File: src/rtl/wgt_mem_writer_if.sv
// Weight-load bus: host-side stream in, single-word SRAM write strobes out.
// Rev 1.0
`default_nettype none

interface wgt_mem_writer_if #(
  parameter int DATA_WIDTH = 16,
  parameter int ADDR_WIDTH = 9
);
  logic                  start;
  logic [DATA_WIDTH-1:0] wgt_in;
  logic                  wgt_valid;
  logic                  wgt_ready;
  logic                  wr_en;
  logic [ADDR_WIDTH-1:0] wr_addr;
  logic [DATA_WIDTH-1:0] wr_data;
  logic                  busy;
  logic                  done;

  modport master (
    output start, wgt_in, wgt_valid,
    input  wgt_ready, wr_en, wr_addr, wr_data, busy, done
  );

  modport slave (
    input  start, wgt_in, wgt_valid,
    output wgt_ready, wr_en, wr_addr, wr_data, busy, done
  );
endinterface

`default_nettype wire

File: src/rtl/wgt_mem_writer.sv
// wgt_mem_writer: writes a filter-major weight stream into the filter-interleaved SRAM layout.
// Rev 1.0
`default_nettype none

module wgt_mem_writer #(
  parameter int SYSTOLIC_SIZE = 16,
  parameter int KERNEL_SIZE   = 3,
  parameter int NO_CHANNEL    = 3,
  parameter int NO_FILTER     = 16,
  parameter int DATA_WIDTH    = 16,
  parameter int ADDR_WIDTH    = 9
) (
  input  wire logic           clk,
  input  wire logic           rst_n,
  wgt_mem_writer_if.slave     bus
);

  localparam int KKC       = KERNEL_SIZE * KERNEL_SIZE * NO_CHANNEL;
  localparam int REM       = NO_FILTER % SYSTOLIC_SIZE;
  localparam int NUM_TILES = (NO_FILTER + SYSTOLIC_SIZE - 1) / SYSTOLIC_SIZE;
  localparam int LAST_SZ   = (REM == 0) ? SYSTOLIC_SIZE : REM;

  localparam logic [ADDR_WIDTH-1:0] KKC_LAST    = ADDR_WIDTH'(KKC - 1);
  localparam logic [ADDR_WIDTH-1:0] TILE_LAST   = ADDR_WIDTH'(NUM_TILES - 1);
  localparam logic [ADDR_WIDTH-1:0] FULL_SZ     = ADDR_WIDTH'(SYSTOLIC_SIZE);
  localparam logic [ADDR_WIDTH-1:0] PART_SZ     = ADDR_WIDTH'(LAST_SZ);
  localparam logic [ADDR_WIDTH-1:0] TILE_STRIDE = ADDR_WIDTH'(KKC * SYSTOLIC_SIZE);

  typedef enum logic [1:0] {
    S_IDLE  = 2'd0,
    S_WRITE = 2'd1,
    S_DONE  = 2'd2
  } state_t;

  state_t                state;
  logic [ADDR_WIDTH-1:0] k_cnt;
  logic [ADDR_WIDTH-1:0] lane;
  logic [ADDR_WIDTH-1:0] tile;
  logic [ADDR_WIDTH-1:0] tile_base;
  logic [ADDR_WIDTH-1:0] k_off;

  logic                  ready_q;
  logic                  wr_en_q;
  logic [ADDR_WIDTH-1:0] wr_addr_q;
  logic [DATA_WIDTH-1:0] wr_data_q;
  logic                  busy_q;
  logic                  done_q;

  logic                  last_tile;
  logic [ADDR_WIDTH-1:0] sz;
  logic                  lane_last;
  logic                  k_last;
  logic                  accept;
  logic                  final_beat;

  // The trailing tile holds only the leftover filters, so its lane stride shrinks.
  always_comb begin
    last_tile  = (tile == TILE_LAST);
    sz         = last_tile ? PART_SZ : FULL_SZ;
    lane_last  = (lane == sz - 1'b1);
    k_last     = (k_cnt == KKC_LAST);
    accept     = (state == S_WRITE) && ready_q && bus.wgt_valid;
    final_beat = last_tile && lane_last && k_last;
  end

  always_ff @(posedge clk or negedge rst_n) begin
    if (!rst_n) begin
      state     <= S_IDLE;
      k_cnt     <= '0;
      lane      <= '0;
      tile      <= '0;
      tile_base <= '0;
      k_off     <= '0;
      ready_q   <= 1'b0;
      wr_en_q   <= 1'b0;
      wr_addr_q <= '0;
      wr_data_q <= '0;
      busy_q    <= 1'b0;
      done_q    <= 1'b0;
    end else begin
      wr_en_q <= 1'b0;
      case (state)
        S_IDLE: begin
          if (bus.start) begin
            state     <= S_WRITE;
            ready_q   <= 1'b1;
            busy_q    <= 1'b1;
            k_cnt     <= '0;
            lane      <= '0;
            tile      <= '0;
            tile_base <= '0;
            k_off     <= '0;
          end
        end

        S_WRITE: begin
          if (accept) begin
            wr_en_q   <= 1'b1;
            wr_addr_q <= tile_base + k_off + lane;
            wr_data_q <= bus.wgt_in;
            if (k_last) begin
              k_cnt <= '0;
              k_off <= '0;
              if (lane_last) begin
                lane      <= '0;
                tile      <= tile + 1'b1;
                tile_base <= tile_base + TILE_STRIDE;
              end else begin
                lane <= lane + 1'b1;
              end
            end else begin
              k_cnt <= k_cnt + 1'b1;
              k_off <= k_off + sz;
            end
            if (final_beat) begin
              state   <= S_DONE;
              ready_q <= 1'b0;
            end
          end
        end

        S_DONE: begin
          // First DONE cycle lets the final write retire; the second carries the pulse.
          if (!done_q) begin
            done_q <= 1'b1;
          end else begin
            done_q <= 1'b0;
            busy_q <= 1'b0;
            state  <= S_IDLE;
          end
        end

        default: begin
          state <= S_IDLE;
        end
      endcase
    end
  end

  assign bus.wgt_ready = ready_q;
  assign bus.wr_en     = wr_en_q;
  assign bus.wr_addr   = wr_addr_q;
  assign bus.wr_data   = wr_data_q;
  assign bus.busy      = busy_q;
  assign bus.done      = done_q;

endmodule

`default_nettype wire
File: src/flat_wrapper.sv
// flat-port wrapper written by rule: the top's interface ports become plain ports
module wgt_mem_writer_flat 
#(
  parameter int SYSTOLIC_SIZE = 16,
  parameter int KERNEL_SIZE   = 3,
  parameter int NO_CHANNEL    = 3,
  parameter int NO_FILTER     = 16,
  parameter int DATA_WIDTH    = 16,
  parameter int ADDR_WIDTH    = 9
)
  (clk, rst_n, bus_start, bus_wgt_in, bus_wgt_valid, bus_wgt_ready, bus_wr_en, bus_wr_addr, bus_wr_data, bus_busy, bus_done);
  wgt_mem_writer_if #(.DATA_WIDTH(DATA_WIDTH), .ADDR_WIDTH(ADDR_WIDTH)) bus_i ();
  input  wire logic clk;
  input  wire logic rst_n;
  input wire logic [$bits(bus_i.start)-1:0] bus_start;
  input wire logic [$bits(bus_i.wgt_in)-1:0] bus_wgt_in;
  input wire logic [$bits(bus_i.wgt_valid)-1:0] bus_wgt_valid;
  output wire logic [$bits(bus_i.wgt_ready)-1:0] bus_wgt_ready;
  output wire logic [$bits(bus_i.wr_en)-1:0] bus_wr_en;
  output wire logic [$bits(bus_i.wr_addr)-1:0] bus_wr_addr;
  output wire logic [$bits(bus_i.wr_data)-1:0] bus_wr_data;
  output wire logic [$bits(bus_i.busy)-1:0] bus_busy;
  output wire logic [$bits(bus_i.done)-1:0] bus_done;
  assign bus_i.start = bus_start;
  assign bus_i.wgt_in = bus_wgt_in;
  assign bus_i.wgt_valid = bus_wgt_valid;
  assign bus_wgt_ready = bus_i.wgt_ready;
  assign bus_wr_en = bus_i.wr_en;
  assign bus_wr_addr = bus_i.wr_addr;
  assign bus_wr_data = bus_i.wr_data;
  assign bus_busy = bus_i.busy;
  assign bus_done = bus_i.done;
  wgt_mem_writer #(.SYSTOLIC_SIZE(SYSTOLIC_SIZE), .KERNEL_SIZE(KERNEL_SIZE), .NO_CHANNEL(NO_CHANNEL), .NO_FILTER(NO_FILTER), .DATA_WIDTH(DATA_WIDTH), .ADDR_WIDTH(ADDR_WIDTH)) u_core (.clk(clk), .rst_n(rst_n), .bus(bus_i));
endmodule
File: config.mk
export PLATFORM = sky130hd
export DESIGN_NAME = wgt_mem_writer_flat
export DESIGN_NICKNAME = d
export VERILOG_FILES = /design/src/rtl/wgt_mem_writer_if.sv /design/src/rtl/wgt_mem_writer.sv /design/src/flat_wrapper.sv
export SDC_FILE = /design/constraint.sdc
export NUM_CORES = 1
export LEC_CHECK = 0
export CELL_PAD_IN_SITES_DETAIL_PLACEMENT = 1
export CELL_PAD_IN_SITES_GLOBAL_PLACEMENT = 1
export CORE_ASPECT_RATIO = 1.5
export CORE_MARGIN = 2
export CORE_UTILIZATION = 35
export CTS_CLUSTER_SIZE = 14
export DETAILED_ROUTE_END_ITERATION = 10
export PLACE_DENSITY = 0.73
export SYNTH_ARGS = -nofsm -noshare
export SYNTH_HDL_FRONTEND = slang
export SYNTH_SLANG_ARGS = --single-unit
File: constraint.sdc
create_clock -name clk -period 2.2 [get_ports clk]
set_input_delay 0.44 -clock clk [delete_from_list [all_inputs] [get_ports clk]]
set_output_delay 0.44 -clock clk [all_outputs]
set_load 0.01 [all_outputs]
==> results of run 1 <==
## synth_stat cells, drive strengths merged
| cell | count |
|---|---|
| nand2 | 92 |
| dfrtp | 68 |
| nor2 | 30 |
| xnor2 | 25 |
| o21ai | 24 |
| ha | 14 |
| inv | 13 |
| a21oi | 11 |
| nand3 | 10 |
| nor4 | 9 |
| xor2 | 8 |
| a211oi | 7 |
| buf | 6 |
| clkbuf | 6 |
| nand4 | 6 |
| fa | 5 |
| nor3 | 5 |
| or3 | 3 |
| a2111oi | 2 |
| a211o | 2 |
| a21o | 2 |
| mux2i | 2 |
| nand2b | 2 |
| nor3b | 2 |
| nor4b | 2 |
| a31o | 1 |
| a31oi | 1 |
| and4b | 1 |
| and4bb | 1 |
| conb | 1 |
| nand4b | 1 |
| nor2b | 1 |
| o21bai | 1 |
| o311ai | 1 |
| or3b | 1 |
| or4 | 1 |
## cells in the final DEF (no fill, tap or decap), drive strengths merged, types with 2 or more instances in the layout
cell,instances
a211o,2
xor2,8
clkdlybuf4s50,47
clkinv,2
a21o,2
nand4,6
nand2,92
a211oi,7
ha,14
nor2,30
nor3,5
nand2b,2
nor3b,2
nand3,10
dfrtp,68
inv,13
nor4b,2
xnor2,25
buf,23
fa,5
or3,3
a21oi,11
nor4,9
clkbuf,10
bufinv,2
conb,5
o21ai,24
mux2i,2
a2111oi,2
## how the worst max path moves through the flow
stage	start	slack [ns]	end	cells past startpoint
global placement	bus_start	0.007	u_core.tile[8]$_DFFE_PN0P_	6
CTS	u_core.k_off[5]$_DFFE_PN0P_	0.15	u_core.bus.wr_addr[8]$_DFFE_PN0P_	7
detailed placement	bus_start	0.002	u_core.tile[8]$_DFFE_PN0P_	6
floorplan	u_core.k_off[5]$_DFFE_PN0P_	0.26	u_core.bus.wr_addr[8]$_DFFE_PN0P_	7
finish	u_core.k_off[5]$_DFFE_PN0P_	0.16	u_core.bus.wr_addr[8]$_DFFE_PN0P_	7
global route	u_core.k_off[5]$_DFFE_PN0P_	0.007	u_core.bus.wr_addr[8]$_DFFE_PN0P_	7
## power breakdown
part / leakage (uW) / total [uW] / switching, uW / internal, uW
Sequential: 0.000865 / 1890 / 300 / 1590
Clock: 0.000148 / 1510 / 529 / 981
Combinational: 0.00105 / 1950 / 1000 / 948
## state kept, by name, summed over array words and instances, names as in the netlist
register              flops
u_core.state              2
u_core.tile               9
u_core.bus.wr_en          1
u_core.tile_base          5
u_core.bus.done           1
u_core.bus.busy           1
u_core.k_cnt              9
u_core.k_off              5
u_core.bus.wr_data       16
u_core.bus.wr_addr        9
u_core.lane               9
u_core.bus.wgt_ready      1
## area by class of cell
type | count | area share (%)
Inverter | 13 | 1.07
Sequential cell | 68 | 37.2
Timing Repair Buffer | 70 | 14.3
Tap cell | 115 | 3.15
Multi-Input combinational cell | 278 | 37.6
Clock inverter | 5 | 1.70
Clock buffer | 10 | 5.01
## cell families after synthesis
| logic type | count (synthesis) |
|---|---|
| mux | 2 |
| compound gates | 52 |
| fa+ha+maj | 19 |
| xor+xnor | 33 |
| simple gates | 167 |
| buf+inv | 25 |
| other cells | 1 |
| flops | 68 |
## per-layer routing
metal  vias to the layer above  wire [um]
met4                         0        269
met3                        17        260
li1                       1384          -
met1                      1391       3540
met2                        50       4450
met5                         -          0
## per-stage QoR
| stage | utilization (%) | setup slack, ns |
|---|---|---|
| final | 47.2 | 0.165 |
| after global routing | 47.2 | 0.00669 |
| after CTS | 47.1 | 0.147 |
| after detailed placement | 44.0 | 0.00188 |
| after global placement | 44.0 | 0.00743 |
| after floorplan | - | 0.258 |
## what timing repair did
action / in CTS / in global routing
setup buffers: 0 / 0
endpoints found under the setup margin: 0 / 1
resized for setup: 0 / 1
## worst max-delay path: cells and delay by family, from the launching register on
kind                     cells  cell delay, ns
XOR/XNOR                     1            0.13
AND/OR/NAND/NOR              2            0.24
AO/OA/AOI/OAI                2            0.28
flip-flops                   1            0.45
adder cells (fa/ha/maj)      2            0.80
==> run metrics, run 1 <==
status=complete, no violations; LEAKAGE=0.00206 uW; MaxCap Viol Count=0; Worst-Margin Slew=0.515 ns; Final nets=479; die area=0.0108 mm2; clk slew on worst S/H paths=0.06 ns; TritonCTS Buffers=9; Hold WS=0.113 ns; number of remaining DRC errors=0; Yosys top cell by area=dfrtp_1; gpl congestion=0.814; critical path arrival=2.24 ns; WP data required=2.40 ns; Vias=2,842; clk_skew=0.00542 ns; Syn. warnings=0; final worst path period need=2.04 ns; Reg area=0.00170 mm2; Post-Synth Adder-Cell Area=7.86%; area share of and/or/nand/nor cells after synthesis=22.0%; post-synth top area share=48.6%; chip width=85.7 um; worst-path fanout max=4; Mapped Avg Cell Area=9.54 um2; Area contributors post-synth=dfrtp_1 49%, nand2_1 9.9%, xnor2_1 6.3%, ha_1 5.0%, o21ai_0 3.3%; Final Power=5350 uW; cell area after synthesis=0.00350 mm2; Startpoint Class=register; number of synthesized register bits=68; grt peak-use layer=met2; Critical R2R Launch=u_core.k_off[5]$_DFFE_PN0P_; Routed WL=8520 um; final std cells w/o fill=559; Final period util=92.5%; first-pass GRT wire length=14,800 um; CP cell instances=fa_1 > ha_1 > nor3_1 > nor2_1 > a31oi_1 > xnor2_1 > o21ai_0; hpwl dp=6130 um; clk_lat worst skew=0.33 ns; post-synth cell types=43; Max VDD drop=0.622 mV; Final Hold Viols=0; CTS tree=done; vias per cell=5.08; footprint of the multi-input gates=0.00172 mm2; internal reg-to-reg setup slack=0.16 ns; DP Cell Count=544; grt met2 use=30.7%; Max Root-Sink Buffers=2; Hold Path Class=in2async; GRT Util Overall=17.4%; CP Capture Type=register; CP Class=reg2reg; slowest cell on the critical path=fa_1; Cell Pwr Density=1170 mW/mm2; Post-Synth XOR/XNOR Area=8.26%; multiplexer share of the synthesized area=0.572%; count of final setup violators=0; sequential share of the synthesized area=48.6%; area grow syn2layout=30.7%; main combinational cell family by area after synthesis=simple AND/OR/NAND/NOR gates; max-slew violations=0; # IOs=49; Overflow after GRT=0; hold buffer count at CTS=0; Die H=126 um; 1st-iter DRT viols=93; antenna cells=0; largest net degree at the start of global routing=69; Final ANT Viol Nets=0; Finished Cell Area=0.00457 mm2; Max transition margin=65.6%; First-pass DRT Iterations=4; WL/cell=15.2 um; R2R cell count=7; Post-Synthesis Cells=367; GR Layer Usage met1=18.9%; H-tree Lvls=3; max incr delay on CP=0.49 ns; vias in the first global route=3,161; clock root buffer=clkbuf_16; Initial Util=36.1%; RSZ-0062 raised after global routing=no; CTS Sinks=68; I/O Buffers=48; placed inst area=0.00426 mm2; RR Endpoint=u_core.bus.wr_addr[8]$_DFFE_PN0P_; Rows=44; highest clock rate=491 MHz; met3 Use GR=3.25%; post-synthesis compound-gate area fraction=9.72%; Sum Neg Setup Slack=0 ns; Fill cells=1,116; initial antenna violation count=0; layout cell share with drive strength beyond 1=11.3%; core box area=0.00969 mm2
Note: power is estimated with default switching activity, not from simulation.
==> inputs of run 2 (changes only) <==
--- a/config.mk
+++ b/config.mk
@@ -10,7 +10,7 @@
 export CORE_ASPECT_RATIO = 1.5
 export CORE_MARGIN = 2
 export CORE_UTILIZATION = 35
-export CTS_CLUSTER_SIZE = 14
+export CTS_CLUSTER_SIZE = 28
 export DETAILED_ROUTE_END_ITERATION = 10
 export PLACE_DENSITY = 0.73
 export SYNTH_ARGS = -nofsm -noshare
==> constraint.sdc (replaced) <==
create_clock -name clk -period 2.2 [get_ports clk]
set_input_delay 0.22 -clock clk [delete_from_list [all_inputs] [get_ports clk]]
set_output_delay 0.22 -clock clk [all_outputs]
set_load 0.01 [all_outputs]
==> run metrics, run 2 (synthesis gave the netlist of run 1 again) <==
Max VDD drop=0.558 mV; pre-CTS worst setup slack=0.0595 ns; internal reg-to-reg setup slack=0.14 ns; largest net degree at the start of global routing=69; most frequent cells in the layout=92 x nand2_1, 66 x dfrtp_1, 47 x clkdlybuf4s50_1; clk slew on worst S/H paths=0.06 ns; CP cell instances=fa_1 > ha_2 > a21oi_1 > o21ai_0 > a21oi_1 > xor2_1 > o21ai_0; clk_skew=0.00710 ns; critical path's top delay family=adder cells; WP data required=2.40 ns; vias in the first global route=3,059; count of final setup violators=0; Startpoint Class=register; RSZ-0062 raised after global routing=no; CTS Sinks=68; highest clock rate=486 MHz; Sum Neg Setup Slack=0 ns; antenna cells=0; Initial Util=36.1%; I/O Buffers=48; slowest cell on the critical path=fa_1; Cell Pwr Density=1200 mW/mm2; 1st-iter DRT viols=79; CP Capture Type=register; layout cell share with drive strength beyond 1=10.5%; first-pass GRT wire length=14,200 um; Die H=126 um; area grow syn2layout=29.9%; initial antenna violation count=0; Worst-Margin Slew=0.510 ns; Overflow after GRT=0; post-layout util=46.9%; number of remaining DRC errors=0; First-pass DRT Iterations=4; Final ANT Viol Nets=0; Rows=44; chip width=85.7 um; die area=0.0108 mm2; Final Hold Viols=0; max incr delay on CP=0.49 ns; Worst Slack Setup Final=0.144 ns; Final Power=5450 uW; final worst path period need=2.06 ns; CTS tree=done; max reg flops=16; H-tree Lvls=3; core box area=0.00969 mm2; vias per cell=5.12; gpl congestion=0.790; Buf/Inv on CP=0; LEAKAGE=0.00203 uW; Final period util=93.4%; GRT Util Overall=16.6%; Hold Path Class=in2reg; status=complete, no violations; hpwl dp=5970 um; Max transition margin=65.9%; Vias=2,828; Final nets=471; max-slew violations=0; Routed WL=8600 um; clock root buffer=clkbuf_16; TritonCTS Buffers=9; setup bufs post-CTS=0; commonest non-fill, non-tap cell in the layout=nand2_1; # IOs=49; MaxCap Viol Count=0; WL/cell=15.6 um; worst-path fanout max=4; Hold WS=0.410 ns; Max Root-Sink Buffers=2; critical path arrival=2.26 ns; clk_lat worst skew=0.34 ns; CP Class=reg2reg
[run 2: cell count changes in the layout (fill, tap and decap cells not counted), sizes merged]
cell,before,now
buf,23,14
dlygate4sd3,0,1
clkbuf,10,11
clkinvlp,1,0
bufinv,2,3
[run 2: cell type report]
cell class	instances	area, um2
repair buffers	62	596
inverters	13	48.8
clock inverters	5	100
multi-input cells	278	1720
well taps	115	144
clock buffers	11	233
fillers	1105	5140
flip-flops and latches	68	1700
[run 2: metal layers]
metal / GRT usage [%] / up-vias / part of all wire [%] / routed length [um]
met5: 0 / - / 0 / 0
met4: 7.38 / 0 / 2.1 / 182
met3: 2.93 / 14 / 3.4 / 289
met2: 29.4 / 49 / 52 / 4510
met1: 19.3 / 1399 / 42 / 3620
li1: - / 1366 / - / -
[run 2: report_power, final]
part | internal (uW) | switching [uW]
sequential | 1590 | 305
combinational | 918 | 997
clock | 1100 | 530
[run 2: stage by stage]
| step | instance area (um2) | instances |
|---|---|---|
| floorplan | 3520 | 371 |
| global placement | 4190 | 535 |
| detailed placement | 4190 | 535 |
| CTS | 4540 | 552 |
| global route | 4550 | 552 |
| finish | 4550 | 552 |
[run 2: timing repair]
action | in CTS | in global routing
resized for setup | 1 | 4
hold endpoints to repair | 68 | 0
pin swaps | 0 | 1
hold buffers | 1 | 0
endpoints found under the setup margin | 1 | 3
[run 2: worst reg2reg max path, cell delays in order, from the launching register on]
cell     delay (ns)
dfrtp_1        0.42
fa_1           0.49
ha_2           0.23
a21oi_1        0.15
o21ai_0        0.12
a21oi_1        0.24
xor2_1         0.18
o21ai_0        0.09
[run 2: final timing paths]
path | to | start | cells after the start
min in group asynchronous | u_core.lane[0]$_DFFE_PN0P_ | rst_n | 3
min reg2reg | u_core.bus.wr_data[10]$_DFFE_PN0P_ | u_core.bus.wr_data[10]$_DFFE_PN0P_ | 2
max reg2reg | u_core.bus.wr_addr[7]$_DFFE_PN0P_ | u_core.k_off[5]$_DFFE_PN0P_ | 7
max | u_core.bus.wr_addr[7]$_DFFE_PN0P_ | u_core.k_off[5]$_DFFE_PN0P_ | 7
max in group asynchronous | u_core.k_cnt[5]$_DFFE_PN0P_ | rst_n | 3
min | u_core.bus.wr_data[4]$_DFFE_PN0P_ | bus_wgt_in[4] | 3
